[src/rtl/avaliador_tentativas.sv]
// Guessing-game evaluator: samples comparator flags on a confirmed press, counts attempts, drives hints and win/loss.
// Confirm-button debounce is included when AVALIADOR_DEBOUNCE_EN is defined.
module avaliador_tentativas #(
   parameter int MAX_TENTATIVAS  = 7,
   parameter int CNT_W           = 3,
   parameter int DEBOUNCE_CICLOS = 16
) (
   input  logic             clk,
   input  logic             rst_n,
   input  logic             confirma,
   input  logic             reinicia,
   input  logic             maior,
   input  logic             menor,
   input  logic             igual,
   output logic [CNT_W-1:0] tentativas,
   output logic             led_maior,
   output logic             led_menor,
   output logic             acertou,
   output logic             perdeu,
   output logic             erro
);

   typedef enum logic [1:0] {
      ESPERA  = 2'd0,
      AVALIA  = 2'd1,
      ACERTO  = 2'd2,
      DERROTA = 2'd3
   } estado_t;

   localparam logic [CNT_W-1:0] MAX_CNT = CNT_W'(MAX_TENTATIVAS);
   localparam logic [CNT_W-1:0] UM_CNT  = CNT_W'(1);

   if ((MAX_TENTATIVAS < 1) || (MAX_TENTATIVAS > (2 ** CNT_W) - 1) || (DEBOUNCE_CICLOS < 1)) begin : g_param_invalido
      $error("avaliador_tentativas: parameter out of legal range");
   end

   // Exactly one of three flags set: odd parity excluding the all-ones case
   function automatic logic um_quente(input logic a, input logic b, input logic c);
      return (a ^ b ^ c) & ~(a & b & c);
   endfunction

   logic             s0_r;
   logic             s1_r;
   logic             p_r;
   logic             nivel_s;
   logic             pulso_s;
   logic             flags_ok_s;
   logic [CNT_W-1:0] tent_inc_s;

   estado_t          estado_r;
   logic [CNT_W-1:0] tentativas_r;
   logic             led_maior_r;
   logic             led_menor_r;
   logic             acertou_r;
   logic             perdeu_r;
   logic             erro_r;

   // Two-flop synchronizer for the asynchronous button level
   always_ff @(posedge clk or negedge rst_n) begin
      if (!rst_n) begin
         s0_r <= 1'b0;
         s1_r <= 1'b0;
      end else begin
         s0_r <= confirma;
         s1_r <= s0_r;
      end
   end

`ifdef AVALIADOR_DEBOUNCE_EN
   localparam int               DEB_W   = $clog2(DEBOUNCE_CICLOS + 1);
   localparam logic [DEB_W-1:0] DEB_MAX = DEB_W'(DEBOUNCE_CICLOS);
   localparam logic [DEB_W-1:0] DEB_UM  = DEB_W'(1);

   logic [DEB_W-1:0] deb_cnt_r;

   // Count consecutive synchronized-high cycles, saturating at the threshold
   always_ff @(posedge clk or negedge rst_n) begin
      if (!rst_n) begin
         deb_cnt_r <= {DEB_W{1'b0}};
      end else if (!s1_r) begin
         deb_cnt_r <= {DEB_W{1'b0}};
      end else if (deb_cnt_r != DEB_MAX) begin
         deb_cnt_r <= deb_cnt_r + DEB_UM;
      end else begin
         deb_cnt_r <= deb_cnt_r;
      end
   end

   // Debounced level drops as soon as the synchronized input is low
   assign nivel_s = s1_r & (deb_cnt_r == DEB_MAX);
`else
   assign nivel_s = s1_r;
`endif

   // Previous-value flop for rising-edge detection of the button level
   always_ff @(posedge clk or negedge rst_n) begin
      if (!rst_n) begin
         p_r <= 1'b0;
      end else begin
         p_r <= nivel_s;
      end
   end

   assign pulso_s    = nivel_s & ~p_r;
   assign flags_ok_s = um_quente(maior, menor, igual);
   assign tent_inc_s = tentativas_r + UM_CNT;

   // Game FSM with registered outputs; reinicia overrides any pending press
   always_ff @(posedge clk or negedge rst_n) begin
      if (!rst_n) begin
         estado_r     <= ESPERA;
         tentativas_r <= {CNT_W{1'b0}};
         led_maior_r  <= 1'b0;
         led_menor_r  <= 1'b0;
         acertou_r    <= 1'b0;
         perdeu_r     <= 1'b0;
         erro_r       <= 1'b0;
      end else if (reinicia) begin
         estado_r     <= ESPERA;
         tentativas_r <= {CNT_W{1'b0}};
         led_maior_r  <= 1'b0;
         led_menor_r  <= 1'b0;
         acertou_r    <= 1'b0;
         perdeu_r     <= 1'b0;
         erro_r       <= 1'b0;
      end else begin
         erro_r <= 1'b0;
         case (estado_r)
            ESPERA: begin
               if (pulso_s) begin
                  estado_r <= AVALIA;
               end else begin
                  estado_r <= ESPERA;
               end
            end
            AVALIA: begin
               if (!flags_ok_s) begin
                  erro_r   <= 1'b1;
                  estado_r <= ESPERA;
               end else if (igual) begin
                  tentativas_r <= tent_inc_s;
                  led_maior_r  <= 1'b0;
                  led_menor_r  <= 1'b0;
                  acertou_r    <= 1'b1;
                  estado_r     <= ACERTO;
               end else if (tent_inc_s == MAX_CNT) begin
                  tentativas_r <= tent_inc_s;
                  led_maior_r  <= 1'b0;
                  led_menor_r  <= 1'b0;
                  perdeu_r     <= 1'b1;
                  estado_r     <= DERROTA;
               end else begin
                  tentativas_r <= tent_inc_s;
                  led_maior_r  <= maior;
                  led_menor_r  <= menor;
                  estado_r     <= ESPERA;
               end
            end
            ACERTO: begin
               estado_r <= ACERTO;
            end
            DERROTA: begin
               estado_r <= DERROTA;
            end
            default: begin
               estado_r <= ESPERA;
            end
         endcase
      end
   end

   assign tentativas = tentativas_r;
   assign led_maior  = led_maior_r;
   assign led_menor  = led_menor_r;
   assign acertou    = acertou_r;
   assign perdeu     = perdeu_r;
   assign erro       = erro_r;

endmodule

[config.mk]
export PLATFORM = sky130hd
export DESIGN_NAME = avaliador_tentativas
export DESIGN_NICKNAME = d
export VERILOG_FILES = /design/src/rtl/avaliador_tentativas.sv
export SDC_FILE = /design/constraint.sdc
export NUM_CORES = 1
export LEC_CHECK = 0
export CORE_MARGIN = 5
export CORE_UTILIZATION = 35
export CTS_CLUSTER_DIAMETER = 30
export CTS_CLUSTER_SIZE = 20
export DETAILED_ROUTE_END_ITERATION = 8
export GPL_ROUTABILITY_DRIVEN = 0
export SKIP_LAST_GASP = 1
export SYNTH_ARGS = -nofsm -noshare
export SYNTH_HDL_FRONTEND = slang
export SYNTH_SLANG_ARGS = --single-unit
[constraint.sdc]
create_clock -name clk -period 1.92 [get_ports clk]
set_input_delay 0.384 -clock clk [delete_from_list [all_inputs] [get_ports clk]]
set_output_delay 0.384 -clock clk [all_outputs]
set_load 0.02 [all_outputs]
Word level (Yosys, flattened, before mapping)
Index checks and enable logic that the tools add are counted.
{"block": "word_totals", "ff_bits": 13, "latchBits": 0, "ramBits": 0, "mem_bits_ro": 0, "inputBits": 7, "word_cells": 63, "n_memories": 0}
{"block": "classes", "addsub": 1, "multipliers": 0, "div": 0, "magnitude_cmp": 0, "eq_ne": 5, "shift": 0, "muxes": 31, "n_bitwise": 8, "n_reduce_logical": 8}
{"op": "1-bit two-way mux", "n": 23}
{"op": "3-bit two-way mux", "n": 3}
{"op": "2-bit two-way mux", "n": 4}
{"op": "2-bit case mux with 4 select lines", "n": 1}
{"op": "2-bit nonzero test", "n": 4}
{"op": "1-bit bitwise AND", "n": 4}
{"op": "2-bit equality test, second input constant", "n": 2}
{"op": "4-bit AND reduction", "n": 1}
{"op": "3-bit by 1-bit adder with 3-bit output, second input constant", "n": 1}
{"op": "3-bit equality test, second input constant", "n": 1}
{"op": "3-bit AND reduction", "n": 1}
{"op": "2-bit by 1-bit equality test with 1-bit output, second input constant", "n": 1}
{"op": "2-bit logical NOT", "n": 1}
{"op": "2-bit inequality test, second input constant", "n": 1}
{"op": "1-bit NOT", "n": 2}
{"op": "2-bit AND reduction", "n": 1}
{"op": "1-bit bitwise XOR", "n": 2}

Longest topological paths before layout
Gate-level depths: netlist (run 1).
{"block": "logic_depth", "word_depth": 7, "mapped_depth": 5, "ltp_nobuf": 5}

Worst setup path before layout (run 1)
OpenSTA, ideal clock, no wires.
{"block": "synth_timing", "kind": "input-to-reg", "from": "in maior", "to": "reg tentativas_r[2] (netlist: tentativas[2])", "arrival_ns": 1.441, "t_required_ns": 1.795, "slack_ns": 0.354, "path_stages": 4, "path_buffers": 0, "cell_sequence": "ha_1 > nor3b_4 > o211a_1 > mux2_2"}
{"block": "synth_between", "elab_chain_len": 6, "word_cells_on_any_way": 8, "classes_between": "6 x bitwise; 2 x reduce/logical"}
{"item": "from (decl)", "line_no": "12", "text": "input logic maior,"}
{"item": "1-bit bitwise AND (2 in a row)", "line_no": "39", "text": "return (a ^ b ^ c) & ~(a & b & c);"}
{"item": "1-bit NOT", "line_no": "39"}
{"item": "1-bit bitwise AND (*)", "line_no": "39"}
{"item": "2-bit nonzero test (no source line) (*)"}
{"item": "2-bit AND reduction (no source line) (*)"}
{"item": "to (signal assigned)", "line_no": "112", "text": "tentativas_r <= {CNT_W{1'b0}};"}
{"item": "to (signal assigned)", "line_no": "120", "text": "tentativas_r <= {CNT_W{1'b0}};"}
{"item": "to (signal assigned)", "line_no": "141", "text": "tentativas_r <= tent_inc_s;"}
{"item": "to (decl)", "line_no": "51", "text": "logic [CNT_W-1:0] tentativas_r;"}
Every way passes the cells marked *; elsewhere a longest branch is shown, timed or not.
A chain may end at the register's enable or synchronous reset.

Final worst setup path (run 1)
{"block": "layout_timing", "from": "reg tentativas_r[2] (netlist: tentativas[2])", "to": "out tentativas[2]"}
{"item": "to (decl)", "line_no": "15", "text": "output logic [CNT_W-1:0] tentativas,"}
No word-level cell between the ends.

==> metrics.txt, run 1 <==
# TYPE chip_impl_metric gauge
chip_impl_metric{name="starting_density_of_the_core",unit=""} 0.3723
chip_impl_metric{name="dp.final_hpwl",unit="microns"} 970.2
chip_impl_metric{name="post_cts.repair.setup_buffers",unit=""} 0
chip_impl_metric{name="ratio_of_cells_with_drive_above_1_in_the_final_layout",unit=""} 0.1899
chip_impl_metric{name="cell_count_after_synthesis",unit=""} 56
chip_impl_metric{name="timing_worst_slew_pin_value",unit="ps"} 582.5
chip_impl_metric{name="via_per_inst",unit=""} 4.721
chip_impl_metric{name="die_area",unit="sq um"} 2843
chip_impl_metric{name="cts_htree_levels",unit=""} 1
chip_impl_metric{name="cap_violations",unit=""} 0
chip_impl_metric{name="setup_viol",unit=""} 0
chip_impl_metric{name="wire_per_inst",unit="microns"} 12.38
chip_impl_metric{name="fp.dieW",unit="microns"} 53.32
chip_impl_metric{name="worst_setup_hold_path_clk_slew",unit="ps"} 80
chip_impl_metric{name="initial_drt_pass_iterations",unit=""} 4
chip_impl_metric{name="nets",unit=""} 90
chip_impl_info{name="whs_endpoint",value="nivel_s$_DFF_PN0_"} 1
chip_impl_metric{name="cell_area_after_technology_mapping",unit="sq um"} 656.9
chip_impl_info{name="end_kind",value="primary output"} 1
chip_impl_metric{name="postSynthNetCount",unit=""} 66
chip_impl_metric{name="io_pins",unit=""} 15
chip_impl_metric{name="hold_viol_final",unit=""} 0
chip_impl_metric{name="core.rowCount",unit=""} 15
chip_impl_metric{name="slowest_delay",unit="ps"} 640
chip_impl_info{name="cpMaxStageDelayCell",value="sky130_fd_sc_hd__clkdlybuf4s50_1"} 1
chip_impl_metric{name="wl",unit="microns"} 1287
chip_impl_metric{name="hold-path-cell-count",unit=""} 0
chip_impl_metric{name="worstPathRequired",unit="ps"} 1540
chip_impl_metric{name="grt_first_pass_wirelength",unit="microns"} 2228
chip_impl_metric{name="hold_buffer_count_at_cts",unit=""} 0
chip_impl_metric{name="n_antenna_cell",unit=""} 0
chip_impl_info{name="setup.worst_path.start_class",value="register"} 1
chip_impl_metric{name="core_region_area",unit="sq um"} 1764
chip_impl_metric{name="whs",unit="ps"} 353.7
chip_impl_metric{name="finClkSkew",unit="ps"} 2.471
chip_impl_metric{name="grt_overflow_total",unit=""} 0
chip_impl_metric{name="max-slew-margin-rel",unit=""} 0.6105
chip_impl_metric{name="swShare",unit=""} 0.2340
chip_impl_metric{name="grtUsageTotal",unit=""} 0.1137
chip_impl_metric{name="min_period_over_period",unit=""} 0.9058
chip_impl_metric{name="worst_ir_drop_vdd",unit="uV"} 277.1
chip_impl_metric{name="detailroute.via_count",unit=""} 491
chip_impl_info{name="cpLargestDelayFamily",value="buffers and inverters"} 1
chip_impl_metric{name="post_cts_resized",unit=""} 0
chip_impl_metric{name="yosys_warnings",unit=""} 0
chip_impl_metric{name="cts_sinks",unit=""} 13
chip_impl_metric{name="clkLatencyLatePin",unit="ps"} 270
chip_impl_metric{name="cts-buffers-inserted",unit=""} 3
chip_impl_metric{name="fmax",unit="MHz"} 575.0
chip_impl_metric{name="multi_input_area",unit="sq um"} 315.3
chip_impl_metric{name="postSynthAreaPerCell",unit="sq um"} 11.73
chip_impl_metric{name="grt_start_max_net_pins",unit=""} 16
chip_impl_metric{name="yosys_register_bits",unit=""} 13
chip_impl_info{name="timing.rr.end",value="estado_r[0]$_DFF_PN0_"} 1
chip_impl_metric{name="cp.buffers_inverters",unit=""} 1
chip_impl_info{name="worst_hold_startpoint",value="s0_r$_DFF_PN0_"} 1
chip_impl_metric{name="slew_viol_final",unit=""} 0
chip_impl_info{name="clock-root-buffer",value="sky130_fd_sc_hd__clkbuf_4"} 1
chip_impl_metric{name="synth.lib_cells_used.distinct",unit=""} 26
chip_impl_metric{name="power.clock.fraction",unit=""} 0.332
chip_impl_metric{name="intPower",unit="mW"} 0.3907
chip_impl_metric{name="synth_seq_area_share",unit=""} 0.4952
chip_impl_metric{name="worst-path-max-fanout",unit=""} 5
chip_impl_metric{name="antenna_violating_nets_post_route",unit=""} 0
chip_impl_info{name="timing_worst_setup_path_type",value="register to primary output"} 1
chip_impl_info{name="tritoncts",value="yes"} 1
chip_impl_metric{name="syn2layout_area_growth",unit="%"} 36.19
chip_impl_metric{name="timing.reg2reg.setup_slack",unit="ps"} 550
chip_impl_metric{name="port-buffer-count",unit=""} 14
chip_impl_metric{name="layout_min_cycle_time",unit="ps"} 1739
chip_impl_metric{name="power-per-cell-area",unit="nW/um^2"} 570.1
chip_impl_metric{name="first_global_vias",unit=""} 483
chip_impl_metric{name="first_iter_violations",unit=""} 14
chip_impl_metric{name="drt_drc_violations_left",unit=""} 0
chip_impl_metric{name="data_arrival_at_the_endpoint_of_the_critical_path",unit="ps"} 1360
chip_impl_info{name="outcome",value="finished clean"} 1
chip_impl_metric{name="reg_area",unit="sq um"} 325.3
chip_impl_info{name="holdCritPathClass",value="register to register"} 1
chip_impl_metric{name="finalSetupTns",unit="ps"} 0
chip_impl_metric{name="clockBufferDepth",unit=""} 2
chip_impl_info{name="rsz_0062_raised_after_global_routing",value="no"} 1
chip_impl_metric{name="total_of_fill_cells_in_the_finished_design",unit=""} 175
chip_impl_metric{name="power_switching",unit="mW"} 0.1194
chip_impl_metric{name="power.total",unit="mW"} 0.5101
chip_impl_metric{name="die_h",unit="microns"} 53.32
chip_impl_metric{name="reg2regPathDepth",unit=""} 4
chip_impl_metric{name="comb_power_share",unit=""} 0.119
chip_impl_metric{name="power.sequential.fraction",unit=""} 0.549
chip_impl_info{name="r2r-start",value="tentativas[0]$_DFFE_PN0P_"} 1
chip_impl_metric{name="cellLeakagePower",unit="nW"} 0.3982
chip_impl_metric{name="antenna_found_initial",unit=""} 0
chip_impl_info{name="critical_path.cell_chain",value="clkdlybuf4s50_1"} 1
cell families after synthesis:
kind of cell               synth area share
adders and majority gates           0.05715
xor gates and xnor gates            0.02667
muxes                               0.09334
buffers and inverters               0.02475
DFF                                  0.4952
and+or+nand+nor                      0.1810
AOI/OAI and AO/OA                    0.1219
sequential cells by signal, indices dropped and copies added, names as in the netlist:
| register | flops |
|---|---|
| erro | 1 |
| led_maior | 1 |
| s0_r | 1 |
| tentativas | 3 |
| led_menor | 1 |
| estado_r | 2 |
| nivel_s | 1 |
| p_r | 1 |
| acertou | 1 |
| perdeu | 1 |
cell usage after synthesis:
master / count / area share
sky130_fd_sc_hd__nor4b_1: 2 / 0.027
sky130_fd_sc_hd__o22ai_1: 1 / 0.0095
sky130_fd_sc_hd__and2b_1: 1 / 0.011
sky130_fd_sc_hd__o21ai_0: 1 / 0.0076
sky130_fd_sc_hd__o211ai_1: 2 / 0.023
sky130_fd_sc_hd__o21a_4: 1 / 0.023
sky130_fd_sc_hd__nand2b_1: 2 / 0.019
sky130_fd_sc_hd__nor3_1: 1 / 0.0076
sky130_fd_sc_hd__buf_2: 1 / 0.0076
sky130_fd_sc_hd__a311oi_1: 1 / 0.013
sky130_fd_sc_hd__a31oi_1: 1 / 0.0095
sky130_fd_sc_hd__mux2i_1: 2 / 0.030
sky130_fd_sc_hd__dfrtp_1: 13 / 0.50
sky130_fd_sc_hd__inv_1: 3 / 0.017
sky130_fd_sc_hd__xor2_1: 1 / 0.013
sky130_fd_sc_hd__o211a_1: 1 / 0.015
sky130_fd_sc_hd__nor2_1: 8 / 0.046
sky130_fd_sc_hd__nor2b_2: 1 / 0.013
sky130_fd_sc_hd__mux2_2: 1 / 0.017
sky130_fd_sc_hd__mux2_4: 2 / 0.046
sky130_fd_sc_hd__a21oi_1: 1 / 0.0076
sky130_fd_sc_hd__xnor2_1: 1 / 0.013
sky130_fd_sc_hd__nor3b_4: 1 / 0.029
sky130_fd_sc_hd__a41oi_1: 1 / 0.013
sky130_fd_sc_hd__nor2b_1: 3 / 0.029
sky130_fd_sc_hd__ha_1: 3 / 0.057
worst max path at each step:
stage,from,endpoint,depth (start not counted)
after detailed placement,maior,tentativas[2]$_DFFE_PN0P_,5
final,tentativas[2]$_DFFE_PN0P_,tentativas[2],1
after CTS,tentativas[2]$_DFFE_PN0P_,tentativas[2],1
after global routing,tentativas[2]$_DFFE_PN0P_,tentativas[2],1
after global placement,maior,tentativas[2]$_DFFE_PN0P_,5
after floorplan,maior,tentativas[2]$_DFFE_PN0P_,4
stage by stage:
step                utilization  setup slack (ps)  std cells  area, sq um
floorplan                     -             354.1         56        656.9
global placement         0.4922            -87.21        100        868.3
detailed placement       0.4922            -102.7        100        868.3
CTS                      0.5071             156.4        104        894.6
global route             0.5071             127.8        104        894.6
finish                   0.5071             180.9        104        894.6
per-layer routing:
layer,vias to the layer above,global-route usage,routed length (microns)
met5,-,0,0
li1,244,-,-
met2,16,0.1612,579
met3,2,0.02535,73
met4,0,0.08936,28
met1,229,0.1455,605
power by group through the flow:
stage / combinational (mW) / sequential, mW / clock (mW)
final: 0.0606 / 0.280 / 0.169
after global routing: 0.0679 / 0.281 / 0.189
after CTS: 0.0618 / 0.280 / 0.178
after detailed placement: 0.0616 / 0.286 / 0
after global placement: 0.0613 / 0.285 / 0
after floorplan: 0.0256 / 0.286 / 0
area by class of cell:
class,count,area share
clock buffers,4,0.02937
inverters,3,0.01259
multi-input cells,39,0.3524
flip-flops and latches,13,0.3636
well taps,25,0.03497
repair buffers,20,0.2070
placed cells by master, fill, tap and decap left out, drive strengths merged, types with 2 or more instances in the layout:
| cell | count |
|---|---|
| clkdlybuf4s50 | 14 |
| nand2b | 2 |
| buf | 6 |
| dfrtp | 13 |
| clkbuf | 4 |
| nor2b | 4 |
| nor2 | 8 |
| ha | 3 |
| o211ai | 2 |
| nor4b | 2 |
| mux2 | 3 |
| inv | 3 |
| mux2i | 2 |
Power figures use the tool's default switching activity.
==> run 2: changes to the inputs <==
--- a/config.mk
+++ b/config.mk
@@ -5,6 +5,7 @@
 export SDC_FILE = /design/constraint.sdc
 export NUM_CORES = 1
 export LEC_CHECK = 0
+export CAP_MARGIN = 0
 export CORE_MARGIN = 5
 export CORE_UTILIZATION = 35
 export CTS_CLUSTER_DIAMETER = 30
==> results of run 2 <==
Final layout, timing and power as in run 1 (identical DEF).
